File: src/rtl/src_disp_pkg.sv
// ============================================================================
// Module      : src_disp_pkg
// Description : Shared state encoding and default timing for the source
//               dispense sequencer.
// Revision    : 1.0 - initial release
// ============================================================================
`default_nettype none

package src_disp_pkg;

    typedef enum logic [2:0] {
        IDLE   = 3'd0,
        LEAD   = 3'd1,
        PUMP   = 3'd2,
        SETTLE = 3'd3,
        FIN    = 3'd4
    } state_t;

    localparam int VOL_W_DEF      = 8;
    localparam int STEP_DIV_DEF   = 16;
    localparam int VALVE_LEAD_DEF = 4;
    localparam int SETTLE_CYC_DEF = 32;

    function automatic int max_int(input int a, input int b);
        return (a > b) ? a : b;
    endfunction

endpackage

`default_nettype wire

File: src/rtl/source_dispense_seq_step_timer.sv
// ============================================================================
// Module      : step_timer
// Description : Programmable prescaler with a one-cycle-early terminal-count
//               tick, so the caller can register the tick onto the TC cycle.
// Revision    : 1.0 - initial release
// ============================================================================
`default_nettype none

module step_timer #(
    parameter int W = 4
) (
    input  logic         clk,
    input  logic         rst,
    input  logic         clr,
    input  logic         en,
    input  logic [W-1:0] period_m1,
    output logic         tick_ahead
);

    logic [W-1:0] cnt_q;
    logic [W-1:0] cnt_d;

    always_comb begin
        cnt_d = cnt_q;
        if (clr) begin
            cnt_d = '0;
        end else if (en) begin
            cnt_d = (cnt_q == period_m1) ? '0 : cnt_q + W'(1);
        end
    end

    always_ff @(posedge clk or posedge rst) begin
        if (rst) begin
            cnt_q <= '0;
        end else begin
            cnt_q <= cnt_d;
        end
    end

    // High in the cycle before the count reaches period_m1.
    assign tick_ahead = en && (cnt_q == (period_m1 - W'(1)));

endmodule

`default_nettype wire

File: src/rtl/source_dispense_seq.sv
// ============================================================================
// Module      : source_dispense_seq
// Description : Valve-lead / pump / settle dispense sequencer driving the
//               chip Source inlet valve and a syringe-pump step line.
// Revision    : 1.0 - initial release
// ============================================================================
`default_nettype none

module source_dispense_seq
    import src_disp_pkg::*;
#(
    parameter int VOL_W      = VOL_W_DEF,
    parameter int STEP_DIV   = STEP_DIV_DEF,
    parameter int VALVE_LEAD = VALVE_LEAD_DEF,
    parameter int SETTLE_CYC = SETTLE_CYC_DEF
) (
    input  logic             clk,
    input  logic             rst,
    input  logic             req_valid,
    input  logic [VOL_W-1:0] req_vol,
    output logic             req_ready,
    input  logic             abort,
    output logic             valve_open,
    output logic             pump_step,
    output logic             busy,
    output logic             done,
    output logic             aborted,
    output logic [VOL_W-1:0] steps_done
);

    localparam int CW = $clog2(max_int(VALVE_LEAD, SETTLE_CYC) + 1);
    localparam int TW = $clog2(STEP_DIV);

    localparam logic [CW-1:0]  C_LEAD_LAST   = CW'(VALVE_LEAD - 1);
    localparam logic [CW-1:0]  C_SETTLE_LAST = CW'(SETTLE_CYC - 1);
    localparam logic [TW-1:0]  C_STEP_LAST   = TW'(STEP_DIV - 1);
    localparam logic [VOL_W:0] C_ONE         = 1;

    state_t           state_q, state_d;
    logic [CW-1:0]    cnt_q, cnt_d;
    logic [VOL_W-1:0] vol_q, vol_d;
    logic [VOL_W-1:0] steps_done_q, steps_done_d;
    logic             abort_seen_q, abort_seen_d;
    logic             req_ready_q, req_ready_d;
    logic             valve_open_q, valve_open_d;
    logic             pump_step_q, pump_step_d;
    logic             busy_q, busy_d;
    logic             done_q, done_d;
    logic             aborted_q, aborted_d;

    logic             timer_clr;
    logic             timer_en;
    logic             tick_ahead;
    logic [VOL_W:0]   steps_inc;

    step_timer #(
        .W (TW)
    ) u_step_timer (
        .clk        (clk),
        .rst        (rst),
        .clr        (timer_clr),
        .en         (timer_en),
        .period_m1  (C_STEP_LAST),
        .tick_ahead (tick_ahead)
    );

    // One bit wider than the volume so the last-step compare cannot wrap.
    assign steps_inc = {1'b0, steps_done_q} + C_ONE;

    always_comb begin
        state_d      = state_q;
        cnt_d        = cnt_q + CW'(1);
        vol_d        = vol_q;
        steps_done_d = steps_done_q;
        abort_seen_d = abort_seen_q;

        case (state_q)
            IDLE: begin
                cnt_d = '0;
                if (req_valid && req_ready_q) begin
                    state_d      = LEAD;
                    vol_d        = req_vol;
                    steps_done_d = '0;
                    abort_seen_d = 1'b0;
                end
            end
            LEAD: begin
                if (abort) begin
                    state_d      = SETTLE;
                    abort_seen_d = 1'b1;
                    cnt_d        = '0;
                end else if (cnt_q == C_LEAD_LAST) begin
                    state_d = (vol_q == '0) ? SETTLE : PUMP;
                    cnt_d   = '0;
                end
            end
            PUMP: begin
                cnt_d = '0;
                // A pulse already on the wire is counted even if abort arrives with it.
                if (pump_step_q) begin
                    steps_done_d = steps_inc[VOL_W-1:0];
                end
                if (abort) begin
                    state_d      = SETTLE;
                    abort_seen_d = 1'b1;
                end else if (pump_step_q && (steps_inc == {1'b0, vol_q})) begin
                    state_d = SETTLE;
                end
            end
            SETTLE: begin
                if (cnt_q == C_SETTLE_LAST) begin
                    state_d = FIN;
                    cnt_d   = '0;
                end
            end
            FIN: begin
                state_d = IDLE;
                cnt_d   = '0;
            end
            default: begin
                state_d = IDLE;
                cnt_d   = '0;
            end
        endcase

        timer_clr = (state_d == PUMP) && (state_q != PUMP);
        timer_en  = (state_q == PUMP);

        // Outputs are registered from the next state so they align with it.
        pump_step_d  = (state_q == PUMP) && (state_d == PUMP) && tick_ahead && !abort;
        valve_open_d = (state_d == LEAD) || (state_d == PUMP);
        busy_d       = (state_d != IDLE);
        req_ready_d  = (state_d == IDLE);
        done_d       = (state_d == FIN);
        aborted_d    = (state_d == FIN) && abort_seen_d;
    end

    always_ff @(posedge clk or posedge rst) begin
        if (rst) begin
            state_q      <= IDLE;
            cnt_q        <= '0;
            vol_q        <= '0;
            steps_done_q <= '0;
            abort_seen_q <= 1'b0;
            req_ready_q  <= 1'b1;
            valve_open_q <= 1'b0;
            pump_step_q  <= 1'b0;
            busy_q       <= 1'b0;
            done_q       <= 1'b0;
            aborted_q    <= 1'b0;
        end else begin
            state_q      <= state_d;
            cnt_q        <= cnt_d;
            vol_q        <= vol_d;
            steps_done_q <= steps_done_d;
            abort_seen_q <= abort_seen_d;
            req_ready_q  <= req_ready_d;
            valve_open_q <= valve_open_d;
            pump_step_q  <= pump_step_d;
            busy_q       <= busy_d;
            done_q       <= done_d;
            aborted_q    <= aborted_d;
        end
    end

    assign req_ready  = req_ready_q;
    assign valve_open = valve_open_q;
    assign pump_step  = pump_step_q;
    assign busy       = busy_q;
    assign done       = done_q;
    assign aborted    = aborted_q;
    assign steps_done = steps_done_q;

endmodule

`default_nettype wire

File: config.mk
export PLATFORM = sky130hd
export DESIGN_NAME = source_dispense_seq
export DESIGN_NICKNAME = d
export VERILOG_FILES = /design/src/rtl/src_disp_pkg.sv /design/src/rtl/source_dispense_seq_step_timer.sv /design/src/rtl/source_dispense_seq.sv
export SDC_FILE = /design/constraint.sdc
export NUM_CORES = 1
export LEC_CHECK = 0
export ABC_CLOCK_PERIOD_IN_PS = 3100
export CAP_MARGIN = 20
export CORE_UTILIZATION = 55
export DETAILED_ROUTE_END_ITERATION = 16
export DONT_BUFFER_PORTS = 1
export GPL_ROUTABILITY_DRIVEN = 0
export HOLD_SLACK_MARGIN = 0.05
export PLACE_DENSITY = 0.7
export SYNTH_ARGS = -nofsm -noshare
export SYNTH_HDL_FRONTEND = slang
export SYNTH_SLANG_ARGS = --single-unit
File: constraint.sdc
create_clock -name clk -period 3.1 [get_ports clk]
set_input_delay 0.31 -clock clk [delete_from_list [all_inputs] [get_ports clk]]
set_output_delay 0.31 -clock clk [all_outputs]
set_load 0.02 [all_outputs]
==> results.py, run 1 <==
metrics = {
    "setup_path": {
        "slowest_stage": "dfrtp_1",
        "arrival_ps": 2550,
        "critPathTopFamily": "compound AO/OA/AOI/OAI gates",
        "slowest_delay_ps": 670,
        "cp_num_buf_inv": 0,
        "critPathKind": "flip-flop to flip-flop",
        "path_cells": "nand3_1, a2111oi_0, o21a_1, o2111a_2, o221ai_2",
        "crit_required_ps": 3330,
        "critPathMaxFanout": 13,
        "start_kind": "flip-flop",
        "end_kind": "flip-flop",
    },
    "timing": {
        "finalMaxSlewViolations": 0,
        "grt_setup_unrepaired": "false",
        "post-route-min-period_ps": 2320,
        "fin_skew_ps": 16.8,
        "worst_hold_slack_ps": 57.2,
        "fmax_ghz": 0.431,
        "timing.final.hold_violations": 0,
        "slew_headroom_pct": 55.9,
        "min_period_over_period_pct": 74.9,
        "setup_viol": 0,
        "setup_tns_ps": 0,
        "tightest_slew_ps": 661,
    },
    "power_and_ir_drop": {
        "peakVddDrop_mv": 0.418,
        "p_clk_share_pct": 20.3,
        "combPwrFrac_pct": 26.9,
        "seqPwrFrac_pct": 52.8,
        "p_switching_uw": 446,
        "swShare_pct": 36.4,
        "power.leakage_uw": 0.000914,
        "power_density_mw_per_mm2": 585,
        "p_int_uw": 780,
    },
    "synthesis": {
        "ys_top_cells_by_area": "dfrtp_1 44%, nand2_1 6.6%, nor2_1 3.6%",
        "ys_ff_latch": 36,
        "synth_area_mm2": 0.00198,
        "syn_avg_cell_area_um2": 9.53,
        "synth_cell_types": 60,
        "synth_edf_count": 0,
        "synth_largest_area_cell": "dfrtp_1",
        "syn_inst": 208,
        "synthArstFlopShare_pct": 100,
        "ys_seq_area_share_pct": 45.5,
        "synth_common_cells": "35 x dfrtp_1, 35 x nand2_1, 19 x nor2_1",
        "synth_top_area_share_pct": 44.2,
        "synthFlopType": "dfrtp_1",
        "synth_warnings": 0,
        "syn-num-nets": 224,
    },
    "cells_and_area": {
        "fin_nets": 228,
        "nFillCells": 310,
        "ff_latch_area_um2": 902,
        "multiInputGateArea_mm2": 0.00101,
        "stdcell_count": 259,
        "layout-drive-gt1-share_pct": 10.3,
        "utilization_pct": 61.8,
        "syn_to_final_growth_pct": 5.68,
        "antenna_cells": 0,
    },
    "status": {
        "status": "complete, no violations",
    },
    "routing": {
        "drt_wl_total_um": 4300,
        "first_pass_iters": 4,
        "postRouteAntennaNets": 0,
        "via_count": 1604,
        "route.detailed.drc": 0,
        "routedWlPerCell_um": 16.6,
        "routed_via_density": 6.19,
        "drt_iter0_markers": 185,
    },
    "global_routing": {
        "antenna_found_initial": 0,
        "first_global_vias": 1456,
        "grt_use_met1_pct": 32.6,
        "grt_max_degree": 20,
        "overflow": 0,
        "gr-usage-all-layers_pct": 24.7,
        "grt_use_met2_pct": 37.5,
        "grtUsageMet3_pct": 7.25,
        "grt_first_pass_wirelength_um": 6710,
        "top_usage_layer": "met2",
    },
    "clock_tree": {
        "numCtsBuffers": 5,
        "clock_latency_ps": 360,
        "holdBufCountCts": 3,
        "cts_setup_buffers": 0,
        "post_cts_resized": 0,
        "cts.clk_slew.worst_paths_ps": 110,
        "clock_path_buffers": 2,
        "h-tree-depth": 2,
        "cts_root_buf": "clkbuf_4",
        "tritoncts": "done",
        "cts_sinks": 36,
    },
    "floorplan": {
        "fp.dieW_um": 62.0,
        "core_area_mm2": 0.00339,
        "initial_core_util_pct": 58.5,
        "row_count": 21,
        "die_h_um": 62.0,
        "io_pins": 26,
        "dieArea_mm2": 0.00385,
    },
    "place": {
        "place_hpwl_um": 3100,
        "dp.cells": 247,
        "io_buffer_count": 0,
    },
    "min_path": {
        "hold_class": "input pin to flip-flop",
    },
    "flow_run": {
        "maxCapViolCount": 0,
    },
}
layer usage:
metal | routed length [um] | up-vias
li1 | - | 756
met1 | 1960 | 771
met2 | 1930 | 63
met3 | 292 | 14
met4 | 113 | 0
met5 | 0 | -
sequential cells by signal (all words and copies together), names as in the netlist:
register,flops
u_step_timer.cnt_q,4
busy,1
cnt_q,6
abort_seen_q,1
state_q,3
aborted,1
done,1
steps_done,8
valve_open,1
vol_q,8
req_ready,1
pump_step,1
worst paths after layout:
path | from | endpoint | slack (ps) | cells past startpoint
setup / recovery | steps_done[2] | valve_open | 780 | 5
hold / removal | req_vol[7] | vol_q[7] | 60 | 2
setup reg to reg | steps_done[2] | valve_open | 780 | 5
hold reg to reg | cnt_q[0] | cnt_q[0] | 470 | 1
max in group asynchronous | rst | req_ready | 1870 | 3
min in group asynchronous | rst | aborted | 470 | 2
layout by cell type, fill, tap and decap left out, types with 2 or more instances in the layout:
master / instances
a21o_1: 2
a21oi_1: 3
a22o_1: 3
a311oi_1: 2
a31oi_1: 2
and3_1: 2
clkbuf_1: 2
clkbuf_4: 5
dfrtp_1: 35
dlygate4sd3_1: 4
ha_1: 4
inv_1: 6
nand2_1: 35
nand2b_1: 2
nand3_1: 6
nand4_1: 2
nor2_1: 19
nor2b_1: 3
nor3_1: 2
nor3_2: 2
nor4_1: 2
o21a_1: 3
o21ai_0: 5
o21ai_1: 8
o31ai_1: 2
o41ai_1: 5
or3_1: 2
xnor2_1: 7
xor2_1: 5
stage by stage:
| step | setup slack (ps) | instance area [um^2] | power (uW) |
|---|---|---|---|
| 2_1_floorplan | 1100 | 1980 | 909 |
| 3_3_place_gp | 974 | 2010 | 957 |
| 3_5_place_dp | 842 | 2010 | 980 |
| 4_1_cts | 831 | 2090 | 1230 |
| 5_1_grt | 631 | 2100 | 1310 |
| 6_report | 780 | 2100 | 1230 |
power groups by stage:
stage / Clock, uW / Combinational, uW / Sequential [uW]
5_1_grt: 273 / 372 / 662
6_report: 249 / 329 / 648
4_1_cts: 253 / 329 / 646
2_1_floorplan: 0 / 293 / 616
3_3_place_gp: 0 / 309 / 648
3_5_place_dp: 0 / 324 / 656
final cells by class:
| class | count | share of cell area, % |
|---|---|---|
| clock buffer | 7 | 2.15 |
| clock inverter | 1 | 0.239 |
| inverter | 7 | 1.25 |
| multi-input combinational | 157 | 48.3 |
| sequential | 36 | 43.0 |
| tap | 46 | 2.75 |
| timing repair buffer | 5 | 2.27 |
kinds of logic after synthesis:
logic type      after synthesis  synth area share (%)
flops                        36                  45.5
simple gates                 89                  23.3
fa+ha+maj                     4                  2.52
mux                           1                 0.505
compound gates               51                  19.4
xor+xnor                     12                  5.30
buf+inv                      15                  3.47
No activity file was read; power rests on OpenSTA's default activity.
==> run 2, diff against run 1 <==
ABC_CLOCK_PERIOD_IN_PS = 1900   (was 3100)
PLACE_DENSITY = 0.73   (was 0.7)
clock period = 1.9 ns   (was 3.1 ns; I/O delays follow)
==> results.py, run 2 (synthesis gave the netlist of run 1 again) <==
metrics = {
    "status": {
        "status": "complete, no violations",
    },
    "cells_and_area": {
        "final_cell_mix": "35 x nand2_1, 32 x dfrtp_1, 19 x nor2_1",
        "nFillCells": 251,
        "layout_commonest_cell": "nand2_1",
        "layout-drive-gt1-share_pct": 21.6,
        "antenna_cells": 0,
        "syn_to_final_growth_pct": 20.5,
        "fin_nets": 251,
    },
    "global_routing": {
        "first_global_vias": 1528,
        "grt_first_pass_wirelength_um": 7040,
        "antenna_found_initial": 0,
        "overflow": 0,
        "gr-usage-all-layers_pct": 26.1,
        "grt_max_degree": 17,
    },
    "routing": {
        "routed_via_density": 6.04,
        "postRouteAntennaNets": 0,
        "drt_iter0_markers": 154,
        "via_count": 1704,
        "first_pass_iters": 4,
        "routedWlPerCell_um": 16.4,
        "route.detailed.drc": 0,
        "drt_wl_total_um": 4630,
    },
    "clock_tree": {
        "cts_setup_buffers": 0,
        "clock_latency_ps": 350,
        "cts.clk_slew.worst_paths_ps": 120,
        "cts_sinks": 36,
        "cts_root_buf": "clkbuf_4",
        "numCtsBuffers": 5,
        "h-tree-depth": 2,
        "clock_path_buffers": 2,
        "tritoncts": "done",
    },
    "floorplan": {
        "initial_core_util_pct": 58.5,
        "dieArea_mm2": 0.00385,
        "io_pins": 26,
        "core_area_mm2": 0.00339,
        "fp.dieW_um": 62.0,
        "row_count": 21,
        "die_h_um": 62.0,
    },
    "setup_path": {
        "slowest_stage": "dfrtp_2",
        "critPathTopFamily": "compound AO/OA/AOI/OAI gates",
        "crit_required_ps": 2120,
        "slowest_delay_ps": 410,
        "start_kind": "flip-flop",
        "end_kind": "flip-flop",
        "cp_num_buf_inv": 0,
        "path_cells": "ha_4, nand3_2, or3_1, a211oi_2, o2111a_2, o221ai_2",
        "critPathMaxFanout": 7,
        "arrival_ps": 2080,
        "critPathKind": "flip-flop to flip-flop",
    },
    "place": {
        "io_buffer_count": 0,
        "place_hpwl_um": 3170,
    },
    "timing": {
        "fin_skew_ps": 10.0,
        "min_period_over_period_pct": 97.9,
        "slew_headroom_pct": 60.5,
        "timing.final.hold_violations": 0,
        "setup_viol": 0,
        "setup_tns_ps": 0,
        "finalMaxSlewViolations": 0,
        "post-route-min-period_ps": 1860,
        "fmax_ghz": 0.538,
        "worst_hold_slack_ps": 131,
        "tightest_slew_ps": 591,
    },
    "flow_run": {
        "maxCapViolCount": 0,
    },
    "power_and_ir_drop": {
        "power_density_mw_per_mm2": 958,
        "peakVddDrop_mv": 0.712,
        "power.leakage_uw": 0.00105,
    },
    "min_path": {
        "hold_class": "input pin to flip-flop",
    },
}
-- run 2: cell types whose count changed in the layout (fill, tap and decap cells not counted), moves of 2 or more --
cell           delta
dfrtp_1           -3
clkbuf_1          -2
buf_4            +17
ha_1              -2
dlygate4sd3_1     +6
dfrtp_2           +3
clkbuf_8          +2
-- run 2: through the flow --
step,setup WS [ps],cells,utilization [%],area (um^2),power (uW)
after floorplan,39.0,208,-,1990,1480
after global placement,91.9,264,63.1,2140,1570
after detailed placement,26.1,264,63.1,2140,1620
after CTS,30.4,282,68.8,2330,2250
after global routing,-23.0,282,70.5,2390,2440
final,39.6,282,70.5,2390,2290
-- run 2: worst register-to-register path: stages, from the launching register on --
cell and delay, ps:
dfrtp_2 410, ha_4 180, nand3_2 100, or3_1 380, a211oi_2 300, o2111a_2 280
o221ai_2 100
-- run 2: worst paths after layout --
kind | cells after the start | slack, ps | to | startpoint
max | 6 | 40 | valve_open | steps_done[1]
min | 3 | 130 | cnt_q[4] | abort
max reg2reg | 6 | 40 | valve_open | steps_done[1]
min reg2reg | 1 | 490 | cnt_q[0] | cnt_q[0]
max in group asynchronous | 3 | 980 | u_step_timer.cnt_q[1] | rst
min in group asynchronous | 2 | 330 | steps_done[3] | rst
-- run 2: cell type report --
cell class              count  area [um^2]  area share (%)
inverters                   7         26.3            1.10
clock buffers               7         65.1            2.72
multi-input cells         157         1070            44.8
flip-flops and latches     36          906            37.9
well taps                  46         57.6            2.41
repair buffers             28          235            9.84
clock inverters             1         30.0            1.26
-- run 2: timing repair --
| item | CTS | global route |
|---|---|---|
| pin swaps | 1 | 4 |
| gates resized for setup | 0 | 10 |
| hold buffers | 10 | 0 |
| endpoints found under the hold margin | 22 | 0 |
| setup endpoints to repair | 1 | 9 |
-- run 2: layer usage --
layer | up-vias | global-route usage (%) | routed length [um]
li1 | 810 | - | -
met1 | 820 | 36.5 | 2060
met2 | 72 | 39.7 | 2230
met3 | 2 | 5.80 | 313
met4 | 0 | 9.52 | 21
met5 | - | 0 | 0
-- run 2: power by group --
| group | internal [uW] | total, uW | leakage (uW) | switching [uW] |
|---|---|---|---|---|
| clock network | 349 | 614 | 0.0000515 | 265 |
| logic | 278 | 609 | 0.000566 | 331 |
| registers | 886 | 1070 | 0.000432 | 182 |
| total | 1510 | 2290 | 0.00105 | 777 |
